===== src/rtl/wb_arbiter_rr.sv =====
// N-master Wishbone bus arbiter: fixed-priority or round-robin grant with an
// optional ack-count hold limit and a mandatory idle cycle between grants.
module wb_arbiter_rr #(
  parameter int NUM_MASTERS = 4,
  parameter int RR_MODE     = 1,
  parameter int HOLD_LIMIT  = 0,
  localparam int IDXW       = (NUM_MASTERS > 2) ? $clog2(NUM_MASTERS) : 1
) (
  input  logic                   clk_i,
  input  logic                   rst_i,
  input  logic [NUM_MASTERS-1:0] cyc_i,
  input  logic                   ack_i,
  output logic                   cyc_o,
  output logic [NUM_MASTERS-1:0] gnt_o,
  output logic [IDXW-1:0]        gnt_idx_o,
  output logic                   busy_o
);

  typedef enum logic {S_IDLE, S_GRANT} state_t;

  state_t          state;
  logic [IDXW-1:0] last_q;
  logic [7:0]      ack_cnt;
  logic [IDXW-1:0] winner;
  logic            others_req;
  logic            hold_hit;

  // Winner scan: RR starts one past the last winner and wraps; fixed starts at 0.
  always_comb begin
    int   cand;
    logic found;
    // NOTE: every combinational output gets a default first so no latch is inferred.
    winner = last_q;
    found  = 1'b0;
    cand   = 0;
    for (int i = 0; i < NUM_MASTERS; i++) begin
      cand = (RR_MODE != 0) ? int'(last_q) + 1 + i : i;
      if (cand >= NUM_MASTERS) cand = cand - NUM_MASTERS;
      if (!found && cyc_i[IDXW'(cand)]) begin
        winner = IDXW'(cand);
        found  = 1'b1;
      end
    end
  end

  // gnt_o is one-hot while granted and zero when idle, so masking gives both terms.
  assign cyc_o      = |(cyc_i & gnt_o);
  assign others_req = |(cyc_i & ~gnt_o);
  assign hold_hit   = (HOLD_LIMIT > 0) && ack_i && others_req &&
                      (({1'b0, ack_cnt} + 9'd1) >= 9'(HOLD_LIMIT));

  // NOTE: sequential state uses non-blocking assignments so all flops update together.
  always_ff @(posedge clk_i or posedge rst_i) begin
    if (rst_i) begin
      state     <= S_IDLE;
      gnt_o     <= '0;
      gnt_idx_o <= '0;
      busy_o    <= 1'b0;
      last_q    <= IDXW'(NUM_MASTERS - 1);
      ack_cnt   <= '0;
    end else begin
      case (state)
        S_IDLE: begin
          if (|cyc_i) begin
            state     <= S_GRANT;
            gnt_o     <= NUM_MASTERS'(1) << winner;
            gnt_idx_o <= winner;
            busy_o    <= 1'b1;
            last_q    <= winner;
            ack_cnt   <= '0;
          end
        end
        S_GRANT: begin
          if (!cyc_o || hold_hit) begin
            state  <= S_IDLE;
            gnt_o  <= '0;
            busy_o <= 1'b0;
          end else if (ack_i && (HOLD_LIMIT > 0) && (ack_cnt < 8'(HOLD_LIMIT))) begin
            ack_cnt <= ack_cnt + 8'd1;
          end
        end
        default: begin
          state  <= S_IDLE;
          gnt_o  <= '0;
          busy_o <= 1'b0;
        end
      endcase
    end
  end

endmodule

===== config.mk =====
export PLATFORM = sky130hd
export DESIGN_NAME = wb_arbiter_rr
export DESIGN_NICKNAME = d
export VERILOG_FILES = /design/src/rtl/wb_arbiter_rr.sv
export SDC_FILE = /design/constraint.sdc
export NUM_CORES = 1
export LEC_CHECK = 0
export BUFFER_PORTS_ARGS = -buffer_cell sky130_fd_sc_hd__buf_2
export CORE_AREA = 2 2 39 41
export DETAILED_ROUTE_END_ITERATION = 16
export DIE_AREA = 0 0 41 43
export SYNTH_ARGS = -nofsm -noshare
export SYNTH_HDL_FRONTEND = slang
export SYNTH_SLANG_ARGS = --single-unit

===== constraint.sdc =====
create_clock -name clk_i -period 2.25 [get_ports clk_i]
set_input_delay 0.45 -clock clk_i [delete_from_list [all_inputs] [get_ports clk_i]]
set_output_delay 0.45 -clock clk_i [all_outputs]
set_load 0.03 [all_outputs]

### Word level (Yosys, flattened, before mapping)

Cells that the tools add are included.

| storage, ports and cells | value |
|---|---|
| input bits | 7 |
| output and inout bits | 8 |
| flip-flop bits (word level) | 10 |
| word-level logic and storage cells | 68 |

| cells by class | value |
|---|---|
| shifts and indexed selects | 1 |
| bitwise gates (word level) | 2 |
| reduce and logical (&&, ||, !) cells | 10 |
| add/subtract/negate cells | 8 |
| eq/ne operators | 2 |
| $lt $le $gt $ge | 8 |
| multiplexer cells | 32 |

Operators by type and width:

| operator | number |
|---|---|
| $lt A2 B4 Y1 const B | 4 |
| $mux W2 | 8 |
| $mux W1 | 15 |
| $ge A4 B3 Y1 const B | 3 |
| $add A3 B2 Y4 const B | 2 |
| $bmux W1 S2 | 4 |
| $mux W4 | 2 |
| $pmux W4 S2 | 1 |
| $reduce_or A4 Y1 | 2 |
| $sub A2 B1 Y2 const B | 4 |
| $add A3 B1 Y4 const B | 1 |
| $and A4 B4 Y4 | 1 |
| $ne A2 B2 Y1 const B | 2 |
| $pmux W1 S2 | 2 |
| $reduce_and A2 Y1 | 2 |
| $shl A1 B2 Y4 const A | 1 |
| $add A2 B1 Y3 const B | 1 |
| $ge A3 B3 Y1 const B | 1 |
| $logic_and A1 B1 Y1 | 3 |
| $logic_not A1 Y1 | 3 |
| $not A1 Y1 | 1 |

### Longest topological paths before layout

| depth | value |
|---|---|
| depth after elaboration | 19 |
| gate-level depth with buffers | 5 |
| depth with buffers taken out | 4 |

### Worst setup path after synthesis

OpenSTA, ideal clock, no wires.

| timing path | value |
|---|---|
| path kind | register to output |
| start | register gnt_o[0] |
| end | output cyc_o |
| slack | 768 ps |
| stages on the path, launching flop included | 4 |
| path buffers | 0 |
| data required time | 1800 ps |
| data arrival time | 1032 ps |
| path through | dfrtp_1 -> a22oi_1 -> and2_1 -> inv_1 |

| on the way | value |
|---|---|
| longest elaborated chain between the ends | 2 |

Ends and longest elaborated chain:

| item | RTL line | RTL |
|---|---|---|
| from (decl) | 14 | `output logic [NUM_MASTERS-1:0] gnt_o,` |
| from (signal assigned) | 66 | `gnt_o <= NUM_MASTERS'(1) << winner;` |
| $and A4 B4 Y4 | 47 | `assign cyc_o = \|(cyc_i & gnt_o);` |
| $reduce_or A4 Y1 | 47 |  |
| to (decl) | 13 | `output logic cyc_o,` |

Every way passes these cells.

### Final worst setup path

| timing path | value |
|---|---|
| start | register gnt_o[1] |
| end | output cyc_o |

Same word-level chain as after synthesis.

==> results by group <==
Status
  • Status: complete, no violations

Logic synthesis
  • Register bit total from synthesis: 10
  • Post-synth top cells: 8 x dfrtp_1, 5 x a21oi_1, 4 x nand2_1, 4 x nor2_1
  • Synth warn: 0
  • Async SR Flop Fraction: 100%
  • Most common flop cell mapped by yosys: dfrtp_1
  • Fraction of synthesized cell area taken by the top area cell type: 38.9%
  • XOR/XNOR Fraction of Synth Area: 0%
  • Simple-Gate Fraction of Synth Area: 19.2%
  • Cells after synthesis: 48
  • Area fraction in compound gates after synthesis: 25.1%
  • Main combinational cell family by area after synthesis: compound AO/OA/AOI/OAI gates
  • Synth top area cells: dfrtp_1 39%, dfstp_2 10%, a21oi_1 4.9%
  • Count of cell types in the netlist: 24
  • Seq/Total Area, Yosys: 49.1%
  • Most frequent cell after synthesis: dfrtp_1
  • Post-synth EDFFs: 0
  • Synth area leader: dfrtp_1
  • Syn_area_per_cell: 10.7 µm²
  • Synth Cell Area: 514 µm²
  • Mapped Nets: 55
  • Synth Area in Adders: 0%
  • Multiplexer area fraction after synthesis: 1.95%

Routing
  • DRC: 0
  • Initial drt markers: 14
  • Initial DRT Pass Iterations: 4
  • Post-route ant nets: 0
  • Via/cell ratio: 5.06
  • Total wire length: 920 µm
  • Routed via count: 400
  • Routed WL per cell: 11.6 µm

STA
  • Worst Tran Pin Value: 751 ps
  • Final Hold Fails: 0
  • Final Max Tran Viols: 0
  • Unrepaired setup endpoints after global routing: no
  • Worst Skew: 2.80 ps
  • Setup_tns: 0 ps
  • Period utilization: 74.4%
  • Final setup violation count: 0
  • Tmin final: 1670 ps
  • Slew HR: 49.7%
  • Fmax achieved: 597 MHz

Placed design
  • Dpl hpwl: 698 µm
  • PortBufs: 13
  • Gpl congestion: 0.706

Setup path
  • Crit path max fanout: 3
  • Worst R2R Path Depth: 3
  • CP Launch Type: register
  • FF-to-FF Start: state$_DFF_PP0_
  • Largest stage delay on the critical path: 400 ps
  • CP bufs+invs: 2
  • Ordered list of cells on the worst path: a22oi_1, and2_1, inv_1, buf_2
  • CP max-delay cell: dfrtp_1
  • Worst path depth: 4
  • Setup Crit Path Kind: register to primary output
  • Critical Path RT: 1800 ps
  • Crit path launch: gnt_o[1]$_DFFE_PP0P_
  • Reg2reg end: gnt_o[2]$_DFFE_PP0P_
  • Setup slack, reg-to-reg: 660 ps
  • CP arrival: 1220 ps
  • Critical path's top delay family: flip-flops
  • Worst Setup End Kind: primary output

Clock tree
  • Htree depth: 1
  • Clk_lat worst skew: 250 ps
  • TritonCTS clock tree: yes
  • Post-CTS Setup Bufs: 0
  • Sink Count: 10
  • Total CTS buffers: 3
  • Hold buffer count at cts: 0
  • CTS Buffer Depth: 2
  • CTS root buf: clkbuf_4
  • Worst-path clk slew: 70 ps
  • Post-CTS Resized: 0

GRT
  • GR Overflow Total: 0
  • Gr usage total: 11.9%
  • Largest net degree at the start of global routing: 14
  • First-pass GRT wire length: 1390 µm
  • Initial antenna violation count: 0
  • Vias in the first global route: 337

Cells and area
  • Total Nets Final: 71
  • Layout cells sized above 1: 34.9%
  • Final Util: 44.8%
  • Fillers: 143
  • Multi-input logic area: 238 µm²
  • Antenna Cells: 0
  • FF+latch area: 253 µm²
  • P&R area growth vs syn: 20.4%

Floorplanning
  • Ports: 15
  • Die Span X: 41 µm
  • Die Area: 1760 µm²
  • FP Rows: 14
  • Chip Height: 43 µm
  • Initial core utilization: 37.2%
  • Core area: 1380 µm²

Power and ir drop
  • Max VDD drop: 0.613 mV
  • P_leak: 0.293 nW
  • Pwr dens: 1640 nW/µm²

Flow run
  • Max-cap violations: 0

Min path
  • Hold Path Class: primary input to async pin
sequential cells by signal, summed over array words and instances (netlist names):
register,flops
state,1
gnt_o,4
last_q,2
gnt_idx_o,2
busy_o,1
layout make-up:
type / count / area share, %
repair buffers: 13 / 10.5
inverters: 2 / 1.21
well taps: 16 / 3.23
flip-flops and latches: 10 / 40.8
multi-input cells: 34 / 38.4
clock buffers: 4 / 5.86
worst register-to-register path, cell delays in order, from the launching register on:
cell,delay [ps]
dfrtp_1,410
nor2_1,600
a21oi_1,210
a32o_1,260
worst max path at each step:
stage / end / slack (ps)
6_report: cyc_o / 580
5_1_grt: gnt_o[2]$_DFFE_PP0P_ / 490
4_1_cts: cyc_o / 560
3_5_place_dp: gnt_o[2]$_DFFE_PP0P_ / 460
3_3_place_gp: gnt_o[2]$_DFFE_PP0P_ / 410
2_1_floorplan: cyc_o / 770
per-stage QoR:
stage                     std cells  hold slack (ps)  power [mW]  area (µm²)  setup slack [ps]
after floorplan                  48              289       0.762         514               768
after global placement           75              442       0.864         583               410
after detailed placement         75              445       0.866         583               455
after CTS                        79              166        1.02         619               563
after global routing             79              187        1.08         619               490
final                            79              151        1.02         619               576
cell families after synthesis:
| logic type | Yosys count |
|---|---|
| buffers and inverters | 4 |
| muxes | 1 |
| and+or+nand+nor | 16 |
| AOI/OAI and AO/OA | 17 |
| DFF | 10 |
layer usage:
metal / vias to the layer above / track usage [%] / wire, µm
met5: - / 0 / 0
met4: 0 / 8.00 / 11
met3: 2 / 3.14 / 55
met2: 10 / 14.1 / 374
met1: 184 / 18.3 / 479
li1: 204 / - / -
cell usage in the layout, fill, tap and decap left out:
| master | synthesis | layout |
|---|---|---|
| mux2i_1 | 1 | 1 |
| buf_2 | 1 | 13 |
| inv_1 | 2 | 2 |
| or3_4 | 1 | 1 |
| a22oi_1 | 2 | 2 |
| nor3b_1 | 1 | 1 |
| o21a_1 | 2 | 2 |
| a32o_1 | 2 | 2 |
| dfstp_2 | 2 | 2 |
| a21oi_1 | 5 | 5 |
| nor3_4 | 1 | 1 |
| nand2_1 | 4 | 4 |
| nor2_1 | 4 | 4 |
| nor2b_1 | 1 | 1 |
| o31ai_2 | 1 | 1 |
| a21o_1 | 2 | 2 |
| dfrtp_1 | 8 | 8 |
| nor4_1 | 1 | 1 |
| and3b_1 | 1 | 1 |
| and2_1 | 1 | 1 |
| nand2b_1 | 1 | 1 |
| clkbuf_4 | 0 | 3 |
| clkbuf_8 | 0 | 1 |
| o2bb2ai_1 | 2 | 2 |
| o31a_1 | 1 | 1 |
where the power goes:
group / internal, mW / switching [mW]
clock network: 0.0980 / 0.0579
logic: 0.188 / 0.322
registers: 0.279 / 0.0719
Power figures use the tool's default switching activity.
